==> src/rtl/display_pkg.sv <==
// Shared definitions for the register_display block.
//   state_t      : conversion FSM states (IDLE, SHIFT, DONE)
//   SEG_0..SEG_9 : seven-segment codes, active-low, bit order gfedcba (bit0 = a)
//   SEG_BLANK    : all segments off (active-low)
//   bcd_digits() : number of decimal digits needed for an unsigned binary width
package display_pkg;

    typedef enum logic [1:0] {
        ST_IDLE  = 2'd0,
        ST_SHIFT = 2'd1,
        ST_DONE  = 2'd2
    } state_t;

    localparam logic [6:0] SEG_0     = 7'b1000000;
    localparam logic [6:0] SEG_1     = 7'b1111001;
    localparam logic [6:0] SEG_2     = 7'b0100100;
    localparam logic [6:0] SEG_3     = 7'b0110000;
    localparam logic [6:0] SEG_4     = 7'b0011001;
    localparam logic [6:0] SEG_5     = 7'b0010010;
    localparam logic [6:0] SEG_6     = 7'b0000010;
    localparam logic [6:0] SEG_7     = 7'b1111000;
    localparam logic [6:0] SEG_8     = 7'b0000000;
    localparam logic [6:0] SEG_9     = 7'b0010000;
    localparam logic [6:0] SEG_BLANK = 7'b1111111;

    // ceil(width * log10(2)) in integer arithmetic; log10(2) ~= 0.30103.
    // For width = 32 this yields 10.
    function automatic int bcd_digits(input int width);
        return (width * 30103 + 99999) / 100000;
    endfunction

endpackage

==> src/rtl/bcd_to_seg7.sv <==
// Combinational BCD digit to seven-segment decoder.
//   digit      : BCD digit 0..9 (10..15 shown blank)
//   blank      : force all segments off
//   active_low : 1 = segment lit by driving 0, 0 = lit by driving 1
//   seg        : segments, bit order gfedcba (bit0 = a)
module bcd_to_seg7
    import display_pkg::*;
(
    input  logic [3:0] digit,
    input  logic       blank,
    input  logic       active_low,
    output logic [6:0] seg
);

    logic [6:0] code;

    // NOTE: every signal written in always_comb gets a default first so that
    // no path leaves it unassigned, which would infer a latch.
    always_comb begin
        code = SEG_BLANK;
        if (!blank) begin
            case (digit)
                4'd0:    code = SEG_0;
                4'd1:    code = SEG_1;
                4'd2:    code = SEG_2;
                4'd3:    code = SEG_3;
                4'd4:    code = SEG_4;
                4'd5:    code = SEG_5;
                4'd6:    code = SEG_6;
                4'd7:    code = SEG_7;
                4'd8:    code = SEG_8;
                4'd9:    code = SEG_9;
                default: code = SEG_BLANK;
            endcase
        end
        seg = active_low ? code : ~code;
    end

endmodule

==> src/rtl/register_display.sv <==
// Displays the register-file toDisplay value (register $31) in decimal on
// DIGITS static seven-segment displays.
//   clock    : system clock, rising edge
//   resetn   : asynchronous active-low reset
//   value    : binary value to display
//   seg      : segment bus, digit i at [7i+6:7i], bit order gfedcba
//   overflow : value does not fit in DIGITS decimal digits
//   busy     : conversion in progress
// A change of value starts a double-dabble conversion (one bit per clock);
// the result is committed in one step so the display never shows partial data.
module register_display
    import display_pkg::*;
#(
    parameter int WIDTH          = 32,
    parameter int DIGITS         = 8,
    parameter bit BLANK_ZEROS    = 1'b1,
    parameter bit ACTIVE_LOW_SEG = 1'b1
) (
    input  logic                  clock,
    input  logic                  resetn,
    input  logic [WIDTH-1:0]      value,
    output logic [DIGITS*7-1:0]   seg,
    output logic                  overflow,
    output logic                  busy
);

    localparam int BCD_W = bcd_digits(WIDTH);
    localparam int CNT_W = (WIDTH > 1) ? $clog2(WIDTH) : 1;

    state_t                 state;
    state_t                 state_next;
    logic [WIDTH-1:0]       last_value;
    logic [WIDTH-1:0]       shift_bin;
    logic [4*BCD_W-1:0]     bcd_acc;
    logic [4*BCD_W-1:0]     bcd_adj;
    logic [4*BCD_W-1:0]     bcd_res;
    logic [CNT_W-1:0]       count;
    logic                   busy_q;

    logic                   value_changed;
    assign value_changed = (value != last_value);

    // ---------------------------------------------------------------
    // FSM
    // ---------------------------------------------------------------
    // NOTE: sequential state uses non-blocking assignments so every
    // register samples the pre-edge values of the others.
    always_ff @(posedge clock or negedge resetn) begin
        if (!resetn) state <= ST_IDLE;
        else         state <= state_next;
    end

    always_comb begin
        state_next = state;
        case (state)
            ST_IDLE:  if (value_changed) state_next = ST_SHIFT;
            ST_SHIFT: if (count == '0)   state_next = ST_DONE;
            ST_DONE:  state_next = ST_IDLE;
            default:  state_next = ST_IDLE;
        endcase
    end

    // ---------------------------------------------------------------
    // Double-dabble datapath
    // ---------------------------------------------------------------
    // Add-3 correction applied to every nibble >= 5 before the shift.
    always_comb begin
        bcd_adj = bcd_acc;
        for (int i = 0; i < BCD_W; i++) begin
            if (bcd_acc[4*i +: 4] >= 4'd5)
                bcd_adj[4*i +: 4] = bcd_acc[4*i +: 4] + 4'd3;
        end
    end

    always_ff @(posedge clock or negedge resetn) begin
        if (!resetn) begin
            last_value <= '0;
            shift_bin  <= '0;
            bcd_acc    <= '0;
            bcd_res    <= '0;
            count      <= '0;
            busy_q     <= 1'b0;
        end else begin
            case (state)
                ST_IDLE: begin
                    if (value_changed) begin
                        shift_bin  <= value;
                        last_value <= value;
                        bcd_acc    <= '0;
                        count      <= CNT_W'(WIDTH - 1);
                        busy_q     <= 1'b1;
                    end
                end
                ST_SHIFT: begin
                    {bcd_acc, shift_bin} <= {bcd_adj, shift_bin} << 1;
                    count                <= count - 1'b1;
                end
                ST_DONE: begin
                    bcd_res <= bcd_acc;
                    busy_q  <= 1'b0;
                end
                default: ;
            endcase
        end
    end

    assign busy = busy_q;

    // ---------------------------------------------------------------
    // Display decode, driven only by bcd_res so outputs move only on
    // commit or reset. Digits beyond the converted range read as zero.
    // ---------------------------------------------------------------
    logic [3:0]        disp_digit [DIGITS];
    logic [DIGITS-1:0] blank;
    logic              lit_above;
    logic              ovf;

    for (genvar i = 0; i < DIGITS; i++) begin : g_digit
        if (i < BCD_W) begin : g_conv
            assign disp_digit[i] = bcd_res[4*i +: 4];
        end else begin : g_pad
            assign disp_digit[i] = 4'd0;
        end

        bcd_to_seg7 u_dec (
            .digit      (disp_digit[i]),
            .blank      (blank[i]),
            .active_low (ACTIVE_LOW_SEG),
            .seg        (seg[7*i +: 7])
        );
    end

    always_comb begin
        ovf = 1'b0;
        for (int i = DIGITS; i < BCD_W; i++) begin
            if (bcd_res[4*i +: 4] != 4'd0) ovf = 1'b1;
        end
    end

    // Walk from the most significant digit down: a digit stays lit once any
    // digit at or above it is nonzero. Overflow or disabled blanking lights all.
    always_comb begin
        blank     = '0;
        lit_above = ovf | ~BLANK_ZEROS;
        for (int i = DIGITS - 1; i >= 1; i--) begin
            lit_above = lit_above | (disp_digit[i] != 4'd0);
            blank[i]  = ~lit_above;
        end
    end

    assign overflow = ovf;

endmodule

==> config.mk <==
export PLATFORM = sky130hd
export DESIGN_NAME = register_display
export DESIGN_NICKNAME = d
export VERILOG_FILES = /design/src/rtl/display_pkg.sv /design/src/rtl/bcd_to_seg7.sv /design/src/rtl/register_display.sv
export SDC_FILE = /design/constraint.sdc
export NUM_CORES = 1
export LEC_CHECK = 0
export ABC_AREA = 1
export CORE_MARGIN = 8
export CORE_UTILIZATION = 47
export DETAILED_ROUTE_END_ITERATION = 8
export PLACE_DENSITY = 0.68
export SETUP_SLACK_MARGIN = 0.2
export SYNTH_ARGS = -nofsm -noshare
export SYNTH_HDL_FRONTEND = slang
export SYNTH_SLANG_ARGS = --single-unit
==> constraint.sdc <==
create_clock -name clock -period 2.61 [get_ports clock]
set_input_delay 0.783 -clock clock [delete_from_list [all_inputs] [get_ports clock]]
set_output_delay 0.783 -clock clock [all_outputs]
set_load 0.01 [all_outputs]
==> results.py <==
metrics = {
    "hold_path": {
        "hold_class": "in -> async",
    },
    "route": {
        "routed_via_density": 4.85,
        "wl_per_cell_um": 11.8,
        "drc": 0,
        "routed_wl_mm": 19.1,
        "num_vias": 7874,
        "antenna_left": 0,
        "dr.pass1.iters": 5,
        "drt_iter0_drc": 510,
    },
    "pwr": {
        "leakage_nw": 5.89,
        "swShare": 0.385,
        "p_sw_w": 0.00435,
        "clockPowerShare": 0.206,
        "vdd_drop_max_v": 0.000428,
        "p_int_w": 0.00694,
        "powerDensity_nw_per_um2": 987,
        "p_seq_frac": 0.296,
        "p_comb_frac": 0.498,
    },
    "floorplanning": {
        "placeableCoreArea_um2": 19200,
        "dieHeight_um": 155,
        "die_x_um": 155,
        "initial_core_util": 0.472,
        "die-area_um2": 24000,
        "ioPinCount": 92,
        "rows": 51,
    },
    "timing": {
        "max-slew-margin-rel": 0.574,
        "hold_ws_ps": 313,
        "hold_viol": 0,
        "worst_pin_slew_ps": 639,
        "finalWorstSetupSlack_ps": -276,
        "min_period_over_period": 1.11,
        "tns_ps": -6560,
        "maxSlewViolCount": 0,
        "skew_ps": 4.61,
        "setup_viol": 44,
        "period_minus_slack_ps": 2890,
        "timing.fmax_mhz": 346,
        "rsz0062_at_grt": "true",
    },
    "worst_setup_path": {
        "worstPathRequired_ps": 1830,
        "path_max_fanout": 4,
        "critPathMaxStageDelay_ps": 380,
        "critPathSlowestCell": "dfrtp_1",
        "path_class": "reg -> out",
        "crit_arrival_ps": 2100,
        "crit_family": "buffers and inverters",
        "crit_chain": "inv_2, ha_4, inv_2, nor3_2, nand2_1, clkinv_2, nand3_4, nor2_4, buf_6, nand4_4, buf_6, nand3_1, buf_2",
        "cp-end-kind": "primary output",
        "path_buf_inv": 6,
        "startpoint_type": "flop",
    },
    "placement": {
        "portBuffers": 91,
        "place_congestion": 0.768,
        "dp_hpwl_mm": 13.1,
        "post_dp_cell_area_um2": 10700,
        "post-place-ws_ps": -474,
    },
    "run_status": {
        "run_status": "complete, but fails checks",
        "violations": "setup timing",
    },
    "layout": {
        "num_antenna_cells": 0,
        "drive_above_1_share": 0.174,
        "fillers": 1767,
        "syn2layout_area_growth_pct": 26.1,
        "final_area_um2": 11400,
        "layout.nets": 1442,
    },
    "clocking": {
        "cts_num_sinks": 152,
        "clk_pin_slew_ps": 60,
        "cts_tree": "built",
        "clock_latency_ps": 420,
        "htreeDepth": 4,
        "clockRootBuffer": "clkbuf_16",
        "cts_buffers": 17,
        "cts_buffer_depth": 2,
        "hold_buffers": 0,
    },
    "synthesis": {
        "synth_most_common_cell": "nand2_1",
        "synthFlopType": "dfrtp_1",
        "synth_edf_count": 0,
        "synth_area_leaders": "dfrtp_1, nand2_1, o21ai_0",
        "async_flop_share": 1.00,
        "netlist_area_um2": 9070,
        "synth.net_count": 1289,
        "avgSynthCellArea_um2": 7.58,
        "ys_top_cells_by_count": "nand2_1, dfrtp_1, o21ai_0",
        "synth-seq-cells": 152,
        "yosysTopAreaCellShare": 0.419,
        "synth.largest_area_cell": "dfrtp_1",
        "synthCells": 1197,
        "ys_types": 31,
        "yosysSeqAreaShare": 0.419,
        "synth_warnings": 0,
    },
    "global_route": {
        "antenna_found_initial": 0,
        "overflow": 0,
        "grt_usage": 0.164,
        "grt_pass1_wl_mm": 33.4,
        "grt_max_degree": 70,
        "grt_pass1_vias": 7498,
    },
    "job": {
        "max_cap_viol_count": 0,
    },
}
final cells by class:
| type | count | area, um2 | area share |
|---|---|---|---|
| Timing Repair Buffer | 182 | 1570 | 0.137 |
| Inverter | 134 | 510 | 0.0446 |
| Sequential cell | 152 | 3810 | 0.333 |
| Clock buffer | 25 | 475 | 0.0416 |
| Tap cell | 265 | 332 | 0.0290 |
| Clock inverter | 4 | 70.1 | 0.00613 |
| Multi-Input combinational cell | 863 | 4670 | 0.409 |
registers in the layout, summed over array words and instances, names as in the netlist:
signal	flops
count	5
shift_bin	32
last_value	32
busy	1
state	2
bcd_acc	40
bcd_res	40
worst paths after layout:
kind / from / to / slack [ps] / cells after the start
min in group clock: shift_bin[31] / bcd_acc[0] / 480 / 2
worst min-delay path: resetn / bcd_acc[29] / 310 / 1
worst max register to register: state[1] / count[3] / 640 / 5
worst max-delay path: bcd_res[28] / seg[8] / -280 / 13
max in group asynchronous: resetn / bcd_acc[4] / 1610 / 2
worst min register to register: shift_bin[31] / bcd_acc[0] / 480 / 2
cells in the final DEF, fill, tap and decap left out, types with 3 or more instances in the layout:
master	instances
nand2_1	334
dfrtp_1	150
o21ai_0	137
nand3_1	125
inv_1	121
buf_4	73
ha_1	53
nor2_1	44
a21oi_1	39
buf_2	35
clkdlybuf4s50_1	33
o21ai_1	30
xnor2_1	26
clkbuf_16	17
buf_6	17
or2_2	15
clkdlybuf4s15_2	12
inv_2	10
o211ai_1	9
xor2_1	9
buf_12	8
nand3_2	6
clkbuf_1	6
nand2_2	5
nand2_4	4
nor2_4	4
clkinv_2	4
nor2_2	3
ha_4	3
timing repair:
item,in CTS,in global routing
setup endpoints to repair,57,56
gates resized for setup,243,47
endpoints found under the hold margin,0,0
buffers inserted,15,7
pin swaps,13,12
worst reg2reg max path, cell delays in order (launching register included):
cell	delay (ps)
dfrtp_1	420
nor2_4	310
buf_4	590
nand4_1	190
or2_2	320
nand3_1	80
power by group through the flow:
stage	combinational (W)	clock, W	sequential [W]
5_1_grt	0.00638	0.00248	0.00342
2_1_floorplan	0.00291	0	0.00333
6_report	0.00563	0.00233	0.00334
4_1_cts	0.00546	0.00238	0.00333
3_5_place_dp	0.00571	0	0.00336
3_3_place_gp	0.00563	0	0.00334
kinds of logic (layout without fill, tap and decap cells):
kind of cell | count (synthesis) | after routing | synth area share
and+or+nand+nor | 548 | 548 | 0.254
AOI/OAI and AO/OA | 222 | 222 | 0.126
buffers and inverters | 182 | 345 | 0.0868
DFF | 152 | 152 | 0.419
adders and majority gates | 58 | 58 | 0.0800
xor gates and xnor gates | 35 | 35 | 0.0338
stage by stage:
step | total power [W] | std cells | utilization
6_report | 0.0113 | 1625 | 0.595
5_1_grt | 0.0123 | 1625 | 0.595
4_1_cts | 0.0112 | 1618 | 0.590
3_5_place_dp | 0.00907 | 1574 | 0.555
3_3_place_gp | 0.00897 | 1574 | 0.555
2_1_floorplan | 0.00624 | 1197 | -
layer usage:
layer  global-route usage  share of wire  vias to the layer above
li1                     -              -                     4164
met1                0.204           0.49                     3578
met2                0.282           0.46                      116
met3               0.0319          0.034                       16
met4               0.0523          0.011                        0
met5                    0              0                        -
(Power assumes the default switching activity.)
